--- src/rtl/int_req_ctrl.sv ---
// Prioritised interrupt request controller: synchronises device requests, holds pending/overflow
// flags and runs an ASSERT/GAP/SERVICE handshake with the CPU, re-triggering INT on timeout.
module int_req_ctrl #(
    parameter int N_SRC   = 4,
    parameter int TIMEOUT = 16
) (
    input  logic             clk,
    input  logic             rst,
    input  logic [N_SRC-1:0] irq_in,
    input  logic [N_SRC-1:0] mask,
    input  logic             INTA,
    input  logic             eret,
    input  logic             ovf_clr,
    output logic             INT,
    output logic [2:0]       src_id,
    output logic [N_SRC-1:0] pending,
    output logic [N_SRC-1:0] overflow,
    output logic             busy
);

    typedef enum logic [1:0] {S_IDLE, S_ASSERT, S_GAP, S_SERVICE} state_t;

    state_t           r_state;
    state_t           w_state_nx;
    logic [N_SRC-1:0] r_sync1;
    logic [N_SRC-1:0] r_sync2;
    logic [N_SRC-1:0] r_sync_d;
    logic [1:0]       r_arm;
    logic [N_SRC-1:0] r_pend;
    logic [N_SRC-1:0] r_ovf;
    logic [2:0]       r_src;
    logic [7:0]       r_cnt;
    logic             r_int;
    logic             r_busy;

    logic [N_SRC-1:0] w_event;
    logic [N_SRC-1:0] w_elig;
    logic [N_SRC-1:0] w_cur_sel;
    logic [N_SRC-1:0] w_clr;
    logic [N_SRC-1:0] w_pend_nx;
    logic [N_SRC-1:0] w_ovf_set;
    logic [2:0]       w_win;
    logic [2:0]       w_src_nx;
    logic [7:0]       w_cnt_nx;
    logic             w_any;
    logic             w_cur_masked;
    logic             w_ack;

    // r_sync_d remembers the previous synchronized level for edge detection. r_arm keeps edges
    // suppressed until that history is valid, so a pin already high at reset release is not an event.
    always_ff @(posedge clk or negedge rst) begin
        if (!rst) begin
            r_sync1  <= '0;
            r_sync2  <= '0;
            r_sync_d <= '0;
            r_arm    <= 2'd0;
        end else begin
            r_sync1  <= irq_in;
            r_sync2  <= r_sync1;
            r_sync_d <= r_sync2;
            if (r_arm != 2'd3) begin
                r_arm <= r_arm + 2'd1;
            end
        end
    end

    assign w_event      = (r_arm == 2'd3) ? (r_sync2 & ~r_sync_d) : '0;
    assign w_elig       = r_pend & mask;
    assign w_any        = |w_elig;
    assign w_cur_masked = |(mask & w_cur_sel);

    always_comb begin
        w_win     = 3'd0;
        w_cur_sel = '0;
        for (int i = N_SRC - 1; i >= 0; i--) begin
            if (w_elig[i]) begin
                w_win = 3'(i);
            end
        end
        for (int i = 0; i < N_SRC; i++) begin
            w_cur_sel[i] = (r_src == 3'(i));
        end
    end

    // Withdrawal on a dropped mask takes precedence over an acknowledge in the same cycle.
    always_comb begin
        w_state_nx = r_state;
        w_src_nx   = r_src;
        w_cnt_nx   = r_cnt;
        w_ack      = 1'b0;
        case (r_state)
            S_IDLE: begin
                if (w_any) begin
                    w_state_nx = S_ASSERT;
                    w_src_nx   = w_win;
                    w_cnt_nx   = 8'd0;
                end
            end
            S_ASSERT: begin
                if (!w_cur_masked) begin
                    w_state_nx = S_IDLE;
                    w_cnt_nx   = 8'd0;
                end else if (INTA) begin
                    w_ack      = 1'b1;
                    w_state_nx = S_SERVICE;
                    w_cnt_nx   = 8'd0;
                end else if (r_cnt == 8'(TIMEOUT - 1)) begin
                    w_state_nx = S_GAP;
                    w_cnt_nx   = 8'd0;
                end else begin
                    w_cnt_nx = r_cnt + 8'd1;
                end
            end
            S_GAP: begin
                w_cnt_nx = 8'd0;
                if (!w_cur_masked) begin
                    w_state_nx = S_IDLE;
                end else if (INTA) begin
                    w_ack      = 1'b1;
                    w_state_nx = S_SERVICE;
                end else begin
                    w_state_nx = S_ASSERT;
                end
            end
            S_SERVICE: begin
                if (eret) begin
                    w_state_nx = S_IDLE;
                end
            end
            default: begin
                w_state_nx = S_IDLE;
            end
        endcase
    end

    // A new event always survives a same-cycle clear; it only overflows if it was already pending.
    assign w_clr     = w_ack ? w_cur_sel : '0;
    assign w_pend_nx = (r_pend & ~w_clr) | w_event;
    assign w_ovf_set = w_event & r_pend & ~w_clr;

    always_ff @(posedge clk or negedge rst) begin
        if (!rst) begin
            r_state <= S_IDLE;
            r_src   <= 3'd0;
            r_cnt   <= 8'd0;
            r_pend  <= '0;
            r_ovf   <= '0;
            r_int   <= 1'b0;
            r_busy  <= 1'b0;
        end else begin
            r_state <= w_state_nx;
            r_src   <= w_src_nx;
            r_cnt   <= w_cnt_nx;
            r_pend  <= w_pend_nx;
            r_ovf   <= (ovf_clr ? '0 : r_ovf) | w_ovf_set;
            r_int   <= (w_state_nx == S_ASSERT);
            r_busy  <= (w_state_nx != S_IDLE);
        end
    end

    assign INT      = r_int;
    assign src_id   = r_src;
    assign pending  = r_pend;
    assign overflow = r_ovf;
    assign busy     = r_busy;

endmodule

--- config.mk ---
export PLATFORM = sky130hd
export DESIGN_NAME = int_req_ctrl
export DESIGN_NICKNAME = d
export VERILOG_FILES = /design/src/rtl/int_req_ctrl.sv
export SDC_FILE = /design/constraint.sdc
export NUM_CORES = 1
export LEC_CHECK = 0
export BUFFER_PORTS_ARGS = -buffer_cell sky130_fd_sc_hd__buf_2
export CAP_MARGIN = 10
export CORE_MARGIN = 3
export CORE_UTILIZATION = 59
export DETAILED_ROUTE_END_ITERATION = 12
export GPL_ROUTABILITY_DRIVEN = 1
export HOLD_SLACK_MARGIN = 0.12
export PLACE_DENSITY = 0.92
export RECOVER_POWER = 100
export SETUP_SLACK_MARGIN = 0.5
export SYNTH_ARGS = -nofsm -noshare
export SYNTH_HDL_FRONTEND = slang
export SYNTH_SLANG_ARGS = --single-unit
--- constraint.sdc ---
create_clock -name clk -period 3.2 [get_ports clk]
set_clock_uncertainty 0.15 [all_clocks]
set_input_delay 0 -clock clk [delete_from_list [all_inputs] [get_ports clk]]
set_output_delay 0 -clock clk [all_outputs]
set_load 0.05 [all_outputs]
==> run_results.csv, run 1 <==
group,metric,value,unit
power_and_ir_drop,clkPwrFrac,0.191,
synthesis,synth_top_cells_by_area,"dfrtp_1 52%, ha_1 5.8%, nand2_1 3.0%, nand3b_1 2.6%, o21ai_1 2.3%",
synthesis,synthDistinctLibCells,44,
drt,vias,1382,
floorplan,rows,18,
global_route,grt_overflow,0,
global_route,met3_usage,0.0691,
timing,tns,0,ps
synthesis,netlist.area_leader.share,0.522,
drt,viasPerCell,6.03,
timing,rsz0062_at_grt,"false",
power_and_ir_drop,power_leakage,0.930,nW
power_and_ir_drop,combPwrFrac,0.432,
global_route,grtUsageTotal,0.251,
drt,ant_nets,0,
place,hpwl,2530,µm
finish,area_growth,20.4,%
clock_tree,h-tree-depth,2,
floorplan,initial_core_util,0.655,
worst_setup_path,worstSetupEndpointType,"register",
synthesis,synthCells,151,
clock_tree,clock_sinks,36,
floorplan,dieArea,3610,µm²
timing,setup_viol,0,
worst_setup_path,critPathLaunchType,"register",
floorplan,core_region_area,2640,µm²
timing,worst_pin_slew,893,ps
finish,nets,219,
global_route,grt_pass1_vias,1385,
timing,relSlewSlack,0.402,
global_route,grt_max_degree,22,
drt,wl,3780,µm
worst_setup_path,r2r_start,"r_state[1]",
power_and_ir_drop,swShare,0.434,
worst_setup_path,cp.arrival,2530,ps
place,pre_cts_slack,1070,ps
finish,stdcell_count,229,
drt,drt_iter0_drc,114,
flow_run,maxCapViolCount,0,
worst_setup_path,cp.required,3330,ps
place,post-place-cells,203,
floorplan,io_pins,26,
clock_tree,cts-root-buf,"clkbuf_4",
synthesis,ys_ff_latch,36,
power_and_ir_drop,switching_power,0.000711,W
finish,drive_gt1_frac,0.151,
finish,final_core_util,0.789,
worst_setup_path,crit_start,"r_state[1]",
floorplan,die_h,60.1,µm
global_route,grt_first_pass_wirelength,6380,µm
synthesis,yosys_warnings,0,
global_route,top_usage_layer,"met2",
worst_setup_path,crit_type,"register to register",
worst_setup_path,critPathMaxFanout,6,
place,routabilityCongestion,0.869,
min_path,hp-class,"input port to register",
worst_setup_path,r2r_slack,800,ps
place,io_buffers,24,
outcome,status,"completed",
clock_tree,cts_buffer_depth,2,
floorplan,die_w,60.1,µm
clock_tree,post_cts_resized,0,
finish,final_area,2080,µm²
synthesis,synth_flop_cell,"dfrtp_1",
timing,finalMaxSlewViolations,0,
synthesis,async_flop_share,1.00,
finish,antenna_cells,0,
drt,routedWlPerCell,16.5,µm
timing,period_minus_slack,2400,ps
timing,hold_viol_final,0,
timing,fin_crit_sh,0.750,
place,post_dp_cell_area,1870,µm²
power_and_ir_drop,ir_drop,646,µV
synthesis,yosysTopAreaCell,"dfrtp_1",
timing,fmax,417,MHz
synthesis,yosysMostFrequentCell,"dfrtp_1",
drt,drc,0,
power_and_ir_drop,power_density,788,nW/µm²
synthesis,synth-seq-area-share,0.522,
clock_tree,numCtsBuffers,5,
clock_tree,post-cts-setup-buffer-count,0,
synthesis,syn_nets,172,
min_path,hp-start,"irq_in[3]",
synthesis,synth_edf_count,0,
power_and_ir_drop,seq_power_share,0.376,
synthesis,mappedNetlistArea,1730,µm²
clock_tree,clkLatencyLatePin,350,ps
clock_tree,cts_tree,"built",
synthesis,synth_common_cells,"36 x dfrtp_1, 14 x nand2_1, 10 x inv_1",
power_and_ir_drop,intPower,0.000926,W
synthesis,syn_avg_cell_area,11.4,µm²
global_route,antenna_found_initial,0,
global_route,use_met2,0.432,
finish,nFillCells,153,
drt,firstDrtPassIters,4,
clock_tree,clkTransAtPathRegs,100,ps
global_route,use_met1,0.275,
timing,setup_ws,801,ps
-- layout make-up --
| class | instances | area (µm²) | share of cell area |
|---|---|---|---|
| Sequential cell | 36 | 901 | 0.433 |
| Multi-Input combinational cell | 103 | 737 | 0.355 |
| Timing Repair Buffer | 42 | 285 | 0.137 |
| Clock inverter | 3 | 42.5 | 0.0205 |
| Clock buffer | 5 | 37.5 | 0.0181 |
| Inverter | 10 | 37.5 | 0.0181 |
| Tap cell | 30 | 37.5 | 0.0181 |
-- critical path: stages, from the launching register on --
cell and delay (ps):
dfrtp_1 460, inv_1 140, ha_1 260, or3b_1 370, o22ai_1 390, nand2_1 200, nor2_1 200, mux2_2 180
-- placed cells by master, fill, tap and decap left out, drive strengths merged, types with 2 or more instances in the layout --
cell type | synthesis | final
clkbuf | 0 | 17
mux2i | 3 | 3
inv | 10 | 10
dlygate4sd3 | 0 | 18
o31ai | 2 | 2
nand2b | 5 | 5
o21ai | 13 | 13
nor2 | 5 | 5
a21o | 2 | 2
a22o | 4 | 4
and3 | 4 | 4
dfrtp | 36 | 36
ha | 8 | 8
a21oi | 7 | 7
nand2 | 15 | 15
o22ai | 6 | 6
o21a | 2 | 2
nor2b | 2 | 2
nand3b | 6 | 6
mux2 | 2 | 2
a32o | 2 | 2
nand3 | 3 | 3
buf | 2 | 12
-- path summary, 6_finish.rpt --
kind,endpoint,depth (start not counted)
max,r_cnt[0],7
min,r_sync1[3],2
max reg2reg,r_cnt[0],7
min reg2reg,r_sync2[3],0
max in group asynchronous,r_sync_d[0],4
min in group asynchronous,r_sync_d[1],3
-- metrics by stage --
step | hold WS, ps | power, W
final | 149 | 0.00164
after global routing | 124 | 0.00174
after CTS | 123 | 0.00169
after detailed placement | -44.5 | 0.00133
after global placement | -61.4 | 0.00129
after floorplan | -446 | 0.00117
-- flip-flops by register name, indices dropped and copies added, names as in the netlist --
signal,flops
r_sync2,4
r_sync_d,4
r_sync1,4
r_cnt,8
busy,1
INT,1
r_state,2
r_arm,2
pending,4
overflow,4
src_id,2
-- power by group through the flow --
stage	combinational, W	sequential [W]	clock [W]
floorplan	0.000385	0.000786	0
global placement	0.000678	0.000613	0
detailed placement	0.000701	0.000625	0
CTS	0.000750	0.000614	0.000321
global route	0.000769	0.000629	0.000343
finish	0.000708	0.000616	0.000313
-- repair_timing --
item,CTS,global route
hold endpoints to repair,56,0
endpoints found under the setup margin,0,0
hold buffers,18,0
-- cells by family after synthesis --
kind of cell / Yosys count / synth area share
xor+xnor: 1 / 0.00507
other cells: 1 / 0.00217
fa+ha+maj: 8 / 0.0580
simple gates: 45 / 0.146
buf+inv: 12 / 0.0326
flops: 36 / 0.522
compound gates: 42 / 0.191
mux: 6 / 0.0435
-- per-layer routing --
metal  vias to the layer above  part of all wire
li1                        632                 -
met1                       672              0.40
met2                        63              0.51
met3                        15             0.056
met4                         0             0.036
met5                         -                 0
Note: power is estimated with default switching activity, not from simulation.
==> run 2, diff against run 1 <==
--- a/config.mk
+++ b/config.mk
@@ -8,11 +8,11 @@
 export BUFFER_PORTS_ARGS = -buffer_cell sky130_fd_sc_hd__buf_2
 export CAP_MARGIN = 10
 export CORE_MARGIN = 3
-export CORE_UTILIZATION = 59
+export CORE_UTILIZATION = 50
 export DETAILED_ROUTE_END_ITERATION = 12
 export GPL_ROUTABILITY_DRIVEN = 1
 export HOLD_SLACK_MARGIN = 0.12
-export PLACE_DENSITY = 0.92
+export PLACE_DENSITY = 0.84
 export RECOVER_POWER = 100
 export SETUP_SLACK_MARGIN = 0.5
 export SYNTH_ARGS = -nofsm -noshare
==> constraint.sdc (replaced) <==
create_clock -name clk -period 2.05 [get_ports clk]
set_clock_uncertainty 0.15 [all_clocks]
set_input_delay 0 -clock clk [delete_from_list [all_inputs] [get_ports clk]]
set_output_delay 0 -clock clk [all_outputs]
set_load 0.05 [all_outputs]
==> run_results.csv, run 2 (synthesized netlist as in run 1, its figures left out) <==
group,metric,value,unit
timing,finalMaxSlewViolations,0,
place,pre_cts_slack,75.6,ps
power_and_ir_drop,power_leakage,0.987,nW
finish,drive_gt1_frac,0.340,
finish,largest_reg_flops,8,
clock_tree,clkLatencyLatePin,340,ps
global_route,antenna_found_initial,0,
worst_setup_path,crit_buf_inv,5,
worst_setup_path,r2r_cells,9,
worst_setup_path,cp.arrival,2000,ps
place,hpwl,2570,µm
floorplan,die_h,64.8,µm
place,routabilityCongestion,0.871,
global_route,grt_first_pass_wirelength,6780,µm
clock_tree,clock_sinks,36,
finish,area_growth,32.5,%
min_path,hp-class,"input port to async pin",
clock_tree,clkTransAtPathRegs,110,ps
floorplan,io_pins,26,
worst_setup_path,critPathMaxFanout,5,
timing,setup_viol,0,
timing,tns,0,ps
timing,worst_pin_slew,843,ps
floorplan,rows,20,
flow_run,maxCapViolCount,0,
worst_setup_path,cpPeakStageDelay,410,ps
worst_setup_path,r2r_slack,130,ps
worst_setup_path,cp_slowest_cell,"dfrtp_2",
power_and_ir_drop,power_density,1270,nW/µm²
timing,rsz0062_at_grt,"true",
drt,firstDrtPassIters,4,
global_route,grt_pass1_vias,1469,
clock_tree,h-tree-depth,2,
drt,drc,0,
finish,antenna_cells,0,
worst_setup_path,critPathLaunchType,"register",
worst_setup_path,r2r-end,"r_cnt[7]",
clock_tree,numCtsBuffers,5,
clock_tree,cts_tree,"built",
drt,routedWlPerCell,17.4,µm
timing,hold_viol_final,0,
floorplan,initial_core_util,0.543,
timing,timing.hold.ws,129,ps
worst_setup_path,critPathTopFamily,"buffers and inverters",
timing,setup_ws,135,ps
finish,nets,229,
drt,vias,1425,
finish,final_common_cell,"dfrtp_1",
floorplan,dieArea,4190,µm²
worst_setup_path,worstSetupEndpointType,"register",
drt,viasPerCell,5.63,
worst_setup_path,r2r_start,"r_state[1]",
worst_setup_path,critPathMostFrequentCell,"buf_4",
floorplan,die_w,64.8,µm
finish,top_register,"r_cnt",
clock_tree,cts-root-buf,"clkbuf_4",
global_route,grt_max_degree,37,
outcome,status,"completed",
floorplan,core_region_area,3180,µm²
drt,drt_iter0_drc,137,
timing,relSlewSlack,0.438,
power_and_ir_drop,ir_drop,855,µV
worst_setup_path,cp.required,2130,ps
timing,fin_crit_sh,0.934,
drt,ant_nets,0,
global_route,grt_overflow,0,
finish,final_cell_mix,"28 x dfrtp_1, 14 x nand2_1, 13 x clkbuf_1, 13 x dlygate4sd3_1, 13 x buf_4",
worst_setup_path,path_cells,"inv_4, buf_4, ha_1, inv_2, o31ai_4, buf_6, buf_4, a31o_1, a22o_1",
drt,wl,4400,µm
global_route,grtUsageTotal,0.216,
worst_setup_path,crit_type,"register to register",
clock_tree,cts_buffer_depth,2,
timing,fmax,522,MHz
place,io_buffers,24,
timing,period_minus_slack,1920,ps
-- run 2: changes by cell type in the layout (fill, tap and decap cells not counted), moves of 3 or more --
| cell | before | now |
|---|---|---|
| buf_4 | 0 | 13 |
| dfrtp_2 | 0 | 8 |
| ha_1 | 8 | 5 |
| o21ai_2 | 0 | 3 |
| dfrtp_1 | 36 | 28 |
| inv_1 | 10 | 6 |
| dlygate4sd3_1 | 18 | 13 |
| inv_2 | 0 | 3 |
-- run 2: worst max path at each step --
stage,cells past startpoint,end,start,slack (ps)
4_1_cts,7,r_cnt[7],r_state[1],210
5_1_grt,5,busy,src_id[0],70
6_report,9,r_cnt[7],r_state[1],130
2_1_floorplan,6,busy,src_id[0],160
3_5_place_dp,7,r_cnt[7],r_state[1],80
3_3_place_gp,7,r_cnt[0],r_state[1],170
-- run 2: through the flow --
step           utilization  std cells  power [W]  area (µm²)
4_1_cts              0.700        248    0.00276        2230
6_report             0.720        253    0.00291        2290
3_3_place_gp         0.605        219    0.00206        1920
3_5_place_dp         0.605        219    0.00212        1920
2_1_floorplan            -        151    0.00186        1750
5_1_grt              0.720        253    0.00307        2290
-- run 2: repair_timing --
item	4_1_cts	5_1_grt
gates cloned	0	0
pin swaps	3	4
setup buffers	8	5
endpoints found under the setup margin	17	20
endpoints found under the hold margin	58	0
resized for setup	13	16
hold buffers	13	0
-- run 2: per-layer routing --
| metal | vias to the layer above | global-route usage | routed length, µm |
|---|---|---|---|
| met2 | 59 | 0.368 | 2170 |
| li1 | 656 | - | - |
| met4 | 0 | 0.0923 | 137 |
| met5 | - | 0 | 0 |
| met3 | 16 | 0.0659 | 276 |
| met1 | 694 | 0.251 | 1820 |
-- run 2: layout make-up --
class	instances	area [µm²]
Sequential cell	36	911
Timing Repair Buffer	52	355
Fill cell	211	890
Multi-Input combinational cell	103	851
Clock buffer	6	41.3
Tap cell	44	55.1
Inverter	10	40.0
Clock inverter	2	35.0
-- run 2: power breakdown --
part / switching [W] / internal (W) / leakage [nW] / total, W
Sequential: 0.000130 / 0.000843 / 0.420 / 0.000973
Combinational: 0.000887 / 0.000556 / 0.524 / 0.00144
Clock: 0.000236 / 0.000256 / 0.0422 / 0.000491
Total: 0.00125 / 0.00165 / 0.987 / 0.00291
==> run 3, diff against run 2 <==
--- a/config.mk
+++ b/config.mk
@@ -13,7 +13,7 @@
 export GPL_ROUTABILITY_DRIVEN = 1
 export HOLD_SLACK_MARGIN = 0.12
 export PLACE_DENSITY = 0.84
-export RECOVER_POWER = 100
+export RECOVER_POWER = 50
 export SETUP_SLACK_MARGIN = 0.5
 export SYNTH_ARGS = -nofsm -noshare
 export SYNTH_HDL_FRONTEND = slang
==> run_results.csv, run 3 (synthesized netlist as in run 1, its figures left out) <==
group,metric,value,unit
floorplan,core_region_area,3180,µm²
worst_setup_path,critPathMaxFanout,4,
place,post-place-cells,219,
min_path,hp-class,"input port to async pin",
worst_setup_path,cp.arrival,1980,ps
finish,final_cell_mix,"27 x dfrtp_1, 23 x buf_2, 14 x nand2_1",
flow_run,maxCapViolCount,0,
clock_tree,numCtsBuffers,5,
timing,setup_viol,0,
worst_setup_path,crit_start,"r_state[1]",
floorplan,die_h,64.8,µm
place,hpwl,2570,µm
power_and_ir_drop,power_density,1280,nW/µm²
timing,period_minus_slack,1850,ps
clock_tree,clock_sinks,36,
power_and_ir_drop,ir_drop,878,µV
worst_setup_path,r2r-end,"r_cnt[7]",
global_route,grtUsageTotal,0.216,
timing,hold_viol_final,0,
drt,wl,4400,µm
clock_tree,h-tree-depth,2,
finish,multi_input_area,880,µm²
worst_setup_path,critPathLaunchType,"register",
worst_setup_path,cp.required,2180,ps
finish,top_register,"r_cnt",
drt,firstDrtPassIters,4,
power_and_ir_drop,power,0.00298,W
timing,rsz0062_at_grt,"true",
place,routabilityCongestion,0.871,
timing,relSlewSlack,0.435,
clock_tree,clkTransAtPathRegs,110,ps
global_route,grt_first_pass_wirelength,6780,µm
worst_setup_path,r2r_slack,200,ps
clock_tree,clkLatencyLatePin,350,ps
clock_tree,cts_buffer_depth,2,
place,io_buffers,24,
drt,ant_nets,0,
global_route,antenna_found_initial,0,
drt,drc,0,
clock_tree,cts-root-buf,"clkbuf_4",
worst_setup_path,crit_type,"register to register",
finish,final_common_cell,"dfrtp_1",
floorplan,io_pins,26,
timing,tns,0,ps
timing,timing.hold.ws,130,ps
power_and_ir_drop,power_leakage,1.02,nW
floorplan,die_w,64.8,µm
drt,vias,1440,
finish,drive_gt1_frac,0.431,
timing,fmax,542,MHz
worst_setup_path,worstSetupEndpointType,"register",
floorplan,dieArea,4190,µm²
global_route,grt_overflow,0,
drt,viasPerCell,5.69,
finish,area_growth,35.1,%
outcome,status,"completed",
worst_setup_path,r2r_cells,7,
finish,layout.area.seq,912,µm²
floorplan,initial_core_util,0.543,
clock_tree,cts_tree,"built",
global_route,grt_pass1_vias,1469,
floorplan,rows,20,
timing,worst_pin_slew,847,ps
worst_setup_path,r2r_start,"r_state[1]",
global_route,grt_max_degree,37,
finish,nets,229,
finish,stdcell_count,253,
finish,nFillCells,195,
finish,largest_reg_flops,8,
drt,routedWlPerCell,17.4,µm
timing,fin_crit_sh,0.900,
drt,drt_iter0_drc,127,
timing,finalMaxSlewViolations,0,
finish,antenna_cells,0,
-- run 3: cell types whose count changed in the layout (fill, tap and decap cells not counted), moves of 4 or more --
cell | previous run | this run
buf_2 | 11 | 23
clkbuf_1 | 13 | 1
o21ai_0 | 7 | 3
o21ai_2 | 3 | 7
-- run 3: power breakdown --
group | switching, W | leakage [nW] | internal (W)
sequential | 0.000134 | 0.419 | 0.000844
combinational | 0.000905 | 0.562 | 0.000611
clock | 0.000234 | 0.0422 | 0.000256
-- run 3: repair_timing --
action                                  in CTS  in global routing
cloned                                       0                  0
setup buffers                                8                  5
gates resized for setup                     13                 16
pin swaps                                    3                  4
endpoints found under the setup margin      17                 20
hold buffers                                13                  0
endpoints found under the hold margin       58                  0
-- run 3: worst max path at each step --
stage	end	slack, ps	cells past startpoint
final	r_cnt[7]	200	7
after floorplan	busy	160	6
after detailed placement	r_cnt[7]	80	7
after CTS	r_cnt[7]	210	7
after global placement	r_cnt[0]	170	7
after global routing	busy	130	5
-- run 3: worst max-delay path, cell delays in order, from the launching register on --
cell,delay [ps]
dfrtp_2,450
inv_4,70
ha_4,130
or3b_4,380
o22ai_4,220
nand2_4,110
nor2_4,130
a22o_1,150
-- run 3: layout make-up --
cell class	count	area share
tap	44	0.0236
clock inverter	2	0.0150
sequential	36	0.391
inverter	10	0.0172
clock buffer	6	0.0177
timing repair buffer	52	0.159
multi-input combinational	103	0.377
-- run 3: layer usage --
layer  share of wire  global-route usage  wire, µm  vias to the layer above
li1                -                   -         -                      654
met1            0.40               0.251      1760                      702
met2            0.50               0.368      2220                       71
met3           0.073              0.0659       321                       13
met4           0.024              0.0923       104                        0
met5               0                   0         0                        -
-- run 3: per-stage QoR --
stage / util / cell area [µm²] / setup slack, ps
finish: 0.734 / 2330 / 205
global route: 0.734 / 2330 / 127
CTS: 0.700 / 2230 / 210
detailed placement: 0.605 / 1920 / 75.6
global placement: 0.605 / 1920 / 174
floorplan: - / 1750 / 157
